--- config.mk ---
export PLATFORM = sky130hd
export DESIGN_NAME = bandpass_seq_ctrl
export DESIGN_NICKNAME = d
export VERILOG_FILES = /design/src/rtl/bandpass_pkg.sv /design/src/rtl/bandpass_fifo.sv /design/src/rtl/bandpass_seq_ctrl.sv
export SDC_FILE = /design/constraint.sdc
export NUM_CORES = 1
export LEC_CHECK = 0
export ABC_AREA = 1
export BUFFER_PORTS_ARGS = -buffer_cell sky130_fd_sc_hd__buf_2
export CORE_UTILIZATION = 55
export CTS_BUF_LIST = sky130_fd_sc_hd__clkbuf_4
export DETAILED_ROUTE_END_ITERATION = 12
export PLACE_DENSITY = 0.8
export SLEW_MARGIN = 20
export SYNTH_ARGS = -nofsm -noshare
export SYNTH_HDL_FRONTEND = slang
export SYNTH_SLANG_ARGS = --single-unit
export TNS_END_PERCENT = 1
--- constraint.sdc ---
create_clock -name clk -period 2.1 [get_ports clk]
set_clock_uncertainty 0.1 [all_clocks]
set_input_delay 0.105 -clock clk [delete_from_list [all_inputs] [get_ports clk]]
set_output_delay 0.105 -clock clk [all_outputs]
set_load 0.005 [all_outputs]
--- src/rtl/bandpass_pkg.sv ---
// rtl/bandpass_pkg.sv - shared types and widths for the bandpass sample sequencer
package bandpass_pkg;

    localparam int X_W      = 8;
    localparam int Y_W      = 10;
    localparam int CLIP_MAX = 255;

    typedef enum logic [1:0] {
        ST_IDLE  = 2'd0,
        ST_RUN   = 2'd1,
        ST_FLUSH = 2'd2
    } state_t;

endpackage

--- src/rtl/bandpass_fifo.sv ---
// rtl/bandpass_fifo.sv - DEPTH x W synchronous sample FIFO with full/empty and discard
module bandpass_fifo #(
    parameter int DEPTH = 4,
    parameter int W     = 8
) (
    input  logic         clk,
    input  logic         rst,
    input  logic         clr,
    input  logic         push,
    input  logic         pop,
    input  logic [W-1:0] wdata,
    output logic [W-1:0] rdata,
    output logic         full,
    output logic         empty
);

    localparam int AW = $clog2(DEPTH);

    logic [W-1:0] mem [DEPTH];
    logic [AW:0]  wp;
    logic [AW:0]  rp;
    logic         do_push;
    logic         do_pop;

    // Pointers carry one wrap bit so full and empty are distinguishable.
    assign empty   = (wp == rp);
    assign full    = (wp[AW] != rp[AW]) && (wp[AW-1:0] == rp[AW-1:0]);
    assign do_push = push && !full;
    assign do_pop  = pop && !empty;
    assign rdata   = mem[rp[AW-1:0]];

    // Storage array; contents are only meaningful between the pointers.
    always_ff @(posedge clk) begin
        if (do_push) begin
            mem[wp[AW-1:0]] <= wdata;
        end
    end

    // Pointer update; discard has priority over push and pop.
    always_ff @(posedge clk or negedge rst) begin
        if (!rst) begin
            wp <= '0;
            rp <= '0;
        end else if (clr) begin
            wp <= '0;
            rp <= '0;
        end else begin
            if (do_push) begin
                wp <= wp + 1'b1;
            end
            if (do_pop) begin
                rp <= rp + 1'b1;
            end
        end
    end

endmodule

--- src/rtl/bandpass_seq_ctrl.sv ---
// rtl/bandpass_seq_ctrl.sv - paces samples into the bandpass filter and collects results; BPF_CLIP_EN clips results to 8 bits
module bandpass_seq_ctrl
    import bandpass_pkg::*;
#(
    parameter int DIV       = 1,
    parameter int LAT       = 2,
    parameter int DEPTH     = 4,
    parameter int FLUSH_LEN = 4
) (
    input  logic           clk,
    input  logic           rst,
    input  logic           start,
    input  logic           stop,
    input  logic           clr_flags,
    input  logic           in_valid,
    output logic           in_ready,
    input  logic [X_W-1:0] in_data,
    output logic [X_W-1:0] filt_x,
    input  logic [Y_W-1:0] filt_y,
    output logic           out_valid,
    input  logic           out_ready,
    output logic [Y_W-1:0] out_data,
    output logic           busy,
    output logic           underrun,
    output logic           overrun
);

    localparam int CW = (DIV > 1) ? $clog2(DIV) : 1;
    localparam int FW = $clog2(FLUSH_LEN + 1);

    state_t         state;
    state_t         state_nx;
    logic [CW-1:0]  cnt;
    logic [FW-1:0]  fcnt;
    logic [LAT-1:0] tag_pipe;
    logic [LAT-1:0] tag_nx;
    logic           rst_done;

    logic           tick;
    logic           run_tick;
    logic           flush_tick;
    logic           issue;
    logic           emerge;
    logic           flush_done;
    logic [Y_W-1:0] y_cap;

    logic           fifo_push;
    logic           fifo_pop;
    logic           fifo_clr;
    logic           fifo_full;
    logic           fifo_empty;
    logic [X_W-1:0] fifo_rdata;

    assign tick       = (state != ST_IDLE) && (cnt == CW'(DIV - 1));
    assign run_tick   = tick && (state == ST_RUN);
    assign flush_tick = tick && (state == ST_FLUSH);
    assign issue      = run_tick && !fifo_empty;
    assign emerge     = tag_pipe[LAT-1];
    assign flush_done = (fcnt == FW'(FLUSH_LEN));

    // rst_done keeps in_ready low until the first clock after reset release.
    assign in_ready   = rst_done && !fifo_full && (state != ST_FLUSH);
    assign fifo_push  = in_valid && in_ready;
    assign fifo_pop   = issue;
    assign fifo_clr   = (state == ST_RUN) && stop;
    assign busy       = (state != ST_IDLE);

`ifdef BPF_CLIP_EN
    assign y_cap = (filt_y > Y_W'(CLIP_MAX)) ? Y_W'(CLIP_MAX) : filt_y;
`else
    assign y_cap = filt_y;
`endif

    bandpass_fifo #(
        .DEPTH (DEPTH),
        .W     (X_W)
    ) u_fifo (
        .clk   (clk),
        .rst   (rst),
        .clr   (fifo_clr),
        .push  (fifo_push),
        .pop   (fifo_pop),
        .wdata (in_data),
        .rdata (fifo_rdata),
        .full  (fifo_full),
        .empty (fifo_empty)
    );

    // Marks the first clock after reset release.
    always_ff @(posedge clk or negedge rst) begin
        if (!rst) begin
            rst_done <= 1'b0;
        end else begin
            rst_done <= 1'b1;
        end
    end

    // State register.
    always_ff @(posedge clk or negedge rst) begin
        if (!rst) begin
            state <= ST_IDLE;
        end else begin
            state <= state_nx;
        end
    end

    // Next state: stop beats start in IDLE; FLUSH leaves once zeros are done and no tag is in flight.
    always_comb begin
        state_nx = state;
        case (state)
            ST_IDLE: begin
                if (start && !stop) begin
                    state_nx = ST_RUN;
                end
            end
            ST_RUN: begin
                if (stop) begin
                    state_nx = ST_FLUSH;
                end
            end
            ST_FLUSH: begin
                if (flush_done && (tag_pipe == '0)) begin
                    state_nx = ST_IDLE;
                end
            end
            default: state_nx = ST_IDLE;
        endcase
    end

    // Sample-rate divider; held at zero in IDLE so RUN always starts a fresh period.
    always_ff @(posedge clk or negedge rst) begin
        if (!rst) begin
            cnt <= '0;
        end else if ((state == ST_IDLE) || tick) begin
            cnt <= '0;
        end else begin
            cnt <= cnt + 1'b1;
        end
    end

    // Counts zero samples pushed into the filter during FLUSH, saturating at FLUSH_LEN.
    always_ff @(posedge clk or negedge rst) begin
        if (!rst) begin
            fcnt <= '0;
        end else if (state != ST_FLUSH) begin
            fcnt <= '0;
        end else if (flush_tick && !flush_done) begin
            fcnt <= fcnt + 1'b1;
        end
    end

    // Next tag-pipe contents: shift by one, inject a tag only for real samples.
    always_comb begin
        tag_nx    = tag_pipe << 1;
        tag_nx[0] = issue;
    end

    // Tag pipe tracks which filter outputs correspond to real samples.
    always_ff @(posedge clk or negedge rst) begin
        if (!rst) begin
            tag_pipe <= '0;
        end else begin
            tag_pipe <= tag_nx;
        end
    end

    // Filter input: new sample on a RUN tick with data, zero on any other tick, hold otherwise.
    always_ff @(posedge clk or negedge rst) begin
        if (!rst) begin
            filt_x <= '0;
        end else if (tick) begin
            filt_x <= issue ? fifo_rdata : '0;
        end
    end

    // Result register: a newly emerging result always loads, overwriting an unconsumed one.
    always_ff @(posedge clk or negedge rst) begin
        if (!rst) begin
            out_valid <= 1'b0;
            out_data  <= '0;
        end else if (emerge) begin
            out_valid <= 1'b1;
            out_data  <= y_cap;
        end else if (out_valid && out_ready) begin
            out_valid <= 1'b0;
        end
    end

    // Sticky underrun: a RUN tick found the FIFO empty; setting beats clearing.
    always_ff @(posedge clk or negedge rst) begin
        if (!rst) begin
            underrun <= 1'b0;
        end else if (run_tick && fifo_empty) begin
            underrun <= 1'b1;
        end else if (clr_flags) begin
            underrun <= 1'b0;
        end
    end

    // Sticky overrun: a result was replaced before the consumer took it; setting beats clearing.
    always_ff @(posedge clk or negedge rst) begin
        if (!rst) begin
            overrun <= 1'b0;
        end else if (emerge && out_valid && !out_ready) begin
            overrun <= 1'b1;
        end else if (clr_flags) begin
            overrun <= 1'b0;
        end
    end

endmodule

==> run_results.csv <==
group,metric,value,unit
grt,grt_pass1_wl,9520,um
logic_synthesis,syn_area_per_cell,10.5,um^2
die,initial_core_util,0.590,
layout,nets,386,
die,dieHeight,74.3,um
layout,syn_to_final_growth,23.1,%
logic_synthesis,synth_top_area_frac,0.334,
worst_hold_path,hold_path_class,"in2async",
placed_design,placed_cell_area,0.00319,mm^2
placed_design,port-buffer-count,47,
grt,grt.total_usage,0.243,
logic_synthesis,ys_top_cells_by_area,"edfxtp_1, dfrtp_1, nand2_1, nor2_1, o21ai_0",
power_and_ir_drop,swShare,0.369,
layout,drive_gt1_frac,0.223,
detailed_routing,wl,6130,um
sta,worst_slew_pin_slew,775,ps
logic_synthesis,muxShareOfSynthArea,0,
logic_synthesis,synth-xor-area-share,0.00609,
logic_synthesis,synth_enable_flop_cells,32,
setup_path,cp_data_required_time,1890,ps
sta,period_share,0.883,
cts,clock_path_buffers,2,
setup_path,cp_max_fo,12,
placed_design,dp_hpwl,4090,um
cts,cts_tree,"built",
cts,cts_made_buffers,9,
detailed_routing,vias,2158,
logic_synthesis,synth_fa_ha_area_frac,0.0304,
die,fp.dieW,74.3,um
run,cap_viol_max_count,0,
grt,grt_pass1_vias,1978,
setup_path,startpoint_type,"flop",
logic_synthesis,synthDistinctLibCells,28,
power_and_ir_drop,internal-power,2.46,mW
layout,fillers,322,
logic_synthesis,synth_warnings,0,
cts,path_clk_slew,120,ps
power_and_ir_drop,p_seq_frac,0.488,
power_and_ir_drop,powerDensity,1100,mW/mm^2
logic_synthesis,synth_top_area_cell,"edfxtp_1",
placed_design,gp_congestion,0.883,
layout,stdcell_count,426,
placed_design,pre_cts_ws,325,ps
cts,cts_sinks,68,
detailed_routing,wl_per_cell,14.4,um
logic_synthesis,ys_top_cells_by_count,"nand2_1, dfrtp_1, edfxtp_1",
layout,seq_area,0.00186,mm^2
logic_synthesis,async_flop_share,0.529,
run_status,outcome,"complete, no violations",
die,core,0.00488,mm^2
power_and_ir_drop,power,3.91,mW
die,rows,25,
sta,hold_viol_final,0,
sta,setup_tns,0,ps
detailed_routing,ant_nets,0,
layout,fin_util,0.726,
sta,final_critical_path_setup_slack,246,ps
grt,grt.overflow.total,0,
setup_path,crit_path_end_kind,"output pin",
power_and_ir_drop,comb_power_share,0.326,
sta,period_minus_slack,1850,ps
power_and_ir_drop,p_sw,1.44,mW
cts,post_cts_buffers,0,
placed_design,placed_cells,386,
setup_path,worstPathArrival,1650,ps
detailed_routing,drc,0,
detailed_routing,drtPass1Iterations,5,
logic_synthesis,yosysMostFrequentCell,"nand2_1",
cts,post_cts_resized,0,
layout,final_area,0.00354,mm^2
logic_synthesis,synth_top_family_by_area,"simple AND/OR/NAND/NOR gates",
logic_synthesis,synth_seq_cells,68,
cts,htreeDepth,3,
sta,fin_hold_ws,213,ps
logic_synthesis,synth_compound_area_frac,0.0617,
power_and_ir_drop,ir_drop,0.620,mV
grt,grt_max_degree,37,
layout,multi_input_area,852,um^2
sta,grt_setup_unrepaired,"no",
logic_synthesis,yosysSeqAreaShare,0.647,
die,io_pins,48,
layout,n_antenna_cell,0,
logic_synthesis,syn_area,0.00288,mm^2
detailed_routing,via_per_inst,5.07,
power_and_ir_drop,p_leak,1.69,nW
logic_synthesis,ys.flop_type,"dfrtp_1",
sta,slew_violations,0,
grt,antenna_found_initial,0,
setup_path,path_class,"reg2out",
detailed_routing,drt_iter0_drc,188,
die,fp.dieArea,0.00553,mm^2
sta,maxSlewHeadroom,0.483,
logic_synthesis,synth_simple_gate_area_share,0.195,
logic_synthesis,synth.net_count,306,
sta,fmax,539,MHz
cts,clkLatencyLatePin,410,ps
logic_synthesis,synth_cells,274,
power_and_ir_drop,clkPwrFrac,0.186,
sta,setup_viol,0,
cts,clockRootBuffer,"clkbuf_4",
## sequential cells by signal, summed over array words and instances (netlist names), 2 cells and up
| register | flops |
|---|---|
| u_fifo.mem | 32 |
| u_fifo.rp | 3 |
| state | 2 |
| out_data | 10 |
| filt_x | 8 |
| tag_pipe | 2 |
| u_fifo.wp | 3 |
| fcnt | 3 |
## final timing paths
kind,startpoint,to,slack (ps),cells past startpoint
setup / recovery,u_fifo.rp[1],in_ready,250,7
hold / removal,rst,fcnt[0],210,2
setup reg to reg,u_fifo.rp[1],u_fifo.mem[0][0],260,7
hold reg to reg,tag_pipe[0],tag_pipe[1],300,0
max in group asynchronous,rst,u_fifo.wp[0],1190,2
min in group clk,tag_pipe[0],tag_pipe[1],300,0
## critical path: stages (launching register included)
cell and delay, ps:
dfrtp_1 510, inv_1 220, nand2_1 90, nand2_2 100, nand3_2 100, nand2_1 80
inv_1 30, buf_2 120
## power groups by stage
stage | registers, mW | clock network, mW | logic [mW]
after floorplan | 1.89 | 0 | 0.828
after global placement | 1.92 | 0 | 1.17
after detailed placement | 1.93 | 0 | 1.22
after CTS | 1.90 | 0.746 | 1.27
after global routing | 1.94 | 0.802 | 1.45
final | 1.91 | 0.726 | 1.27
## layout make-up
class | count | area share
tap | 67 | 0.0237
multi-input combinational | 171 | 0.240
clock inverter | 6 | 0.0113
timing repair buffer | 76 | 0.145
inverter | 28 | 0.0332
sequential | 68 | 0.525
clock buffer | 10 | 0.0212
## cell families (layout without fill, tap and decap cells)
logic type	after synthesis	count (layout)
adder cells (fa/ha/maj)	7	7
AO/OA/AOI/OAI	32	32
flip-flops	68	68
other	2	2
AND/OR/NAND/NOR	128	128
XOR/XNOR	2	2
buffers and inverters	35	120
## placed cells by master (no fill, tap or decap), types with 5 or more instances in the layout
cell type,synthesis,routed
nand2_1,78,78
buf_2,1,47
dfrtp_1,36,36
edfxtp_1,32,32
nor2_1,27,27
inv_1,26,26
dlygate4sd3_1,0,24
o21ai_0,20,20
o22ai_1,10,10
clkbuf_4,0,10
nand3_1,8,8
ha_1,7,7
nand2_2,6,6
buf_4,3,5
## layer usage
layer,share of wire,vias to the layer above,GRT usage
met2,0.49,79,0.377
met1,0.44,1009,0.326
met4,0.014,0,0.0797
met3,0.061,14,0.0799
li1,-,1056,-
met5,0,-,0
## repair_timing
| item | 4_1_cts | 5_1_grt |
|---|---|---|
| endpoints found under the setup margin | 0 | 0 |
| hold buffers | 24 | 0 |
| hold endpoints to repair | 83 | 0 |
No activity file was read; power rests on OpenSTA's default activity.
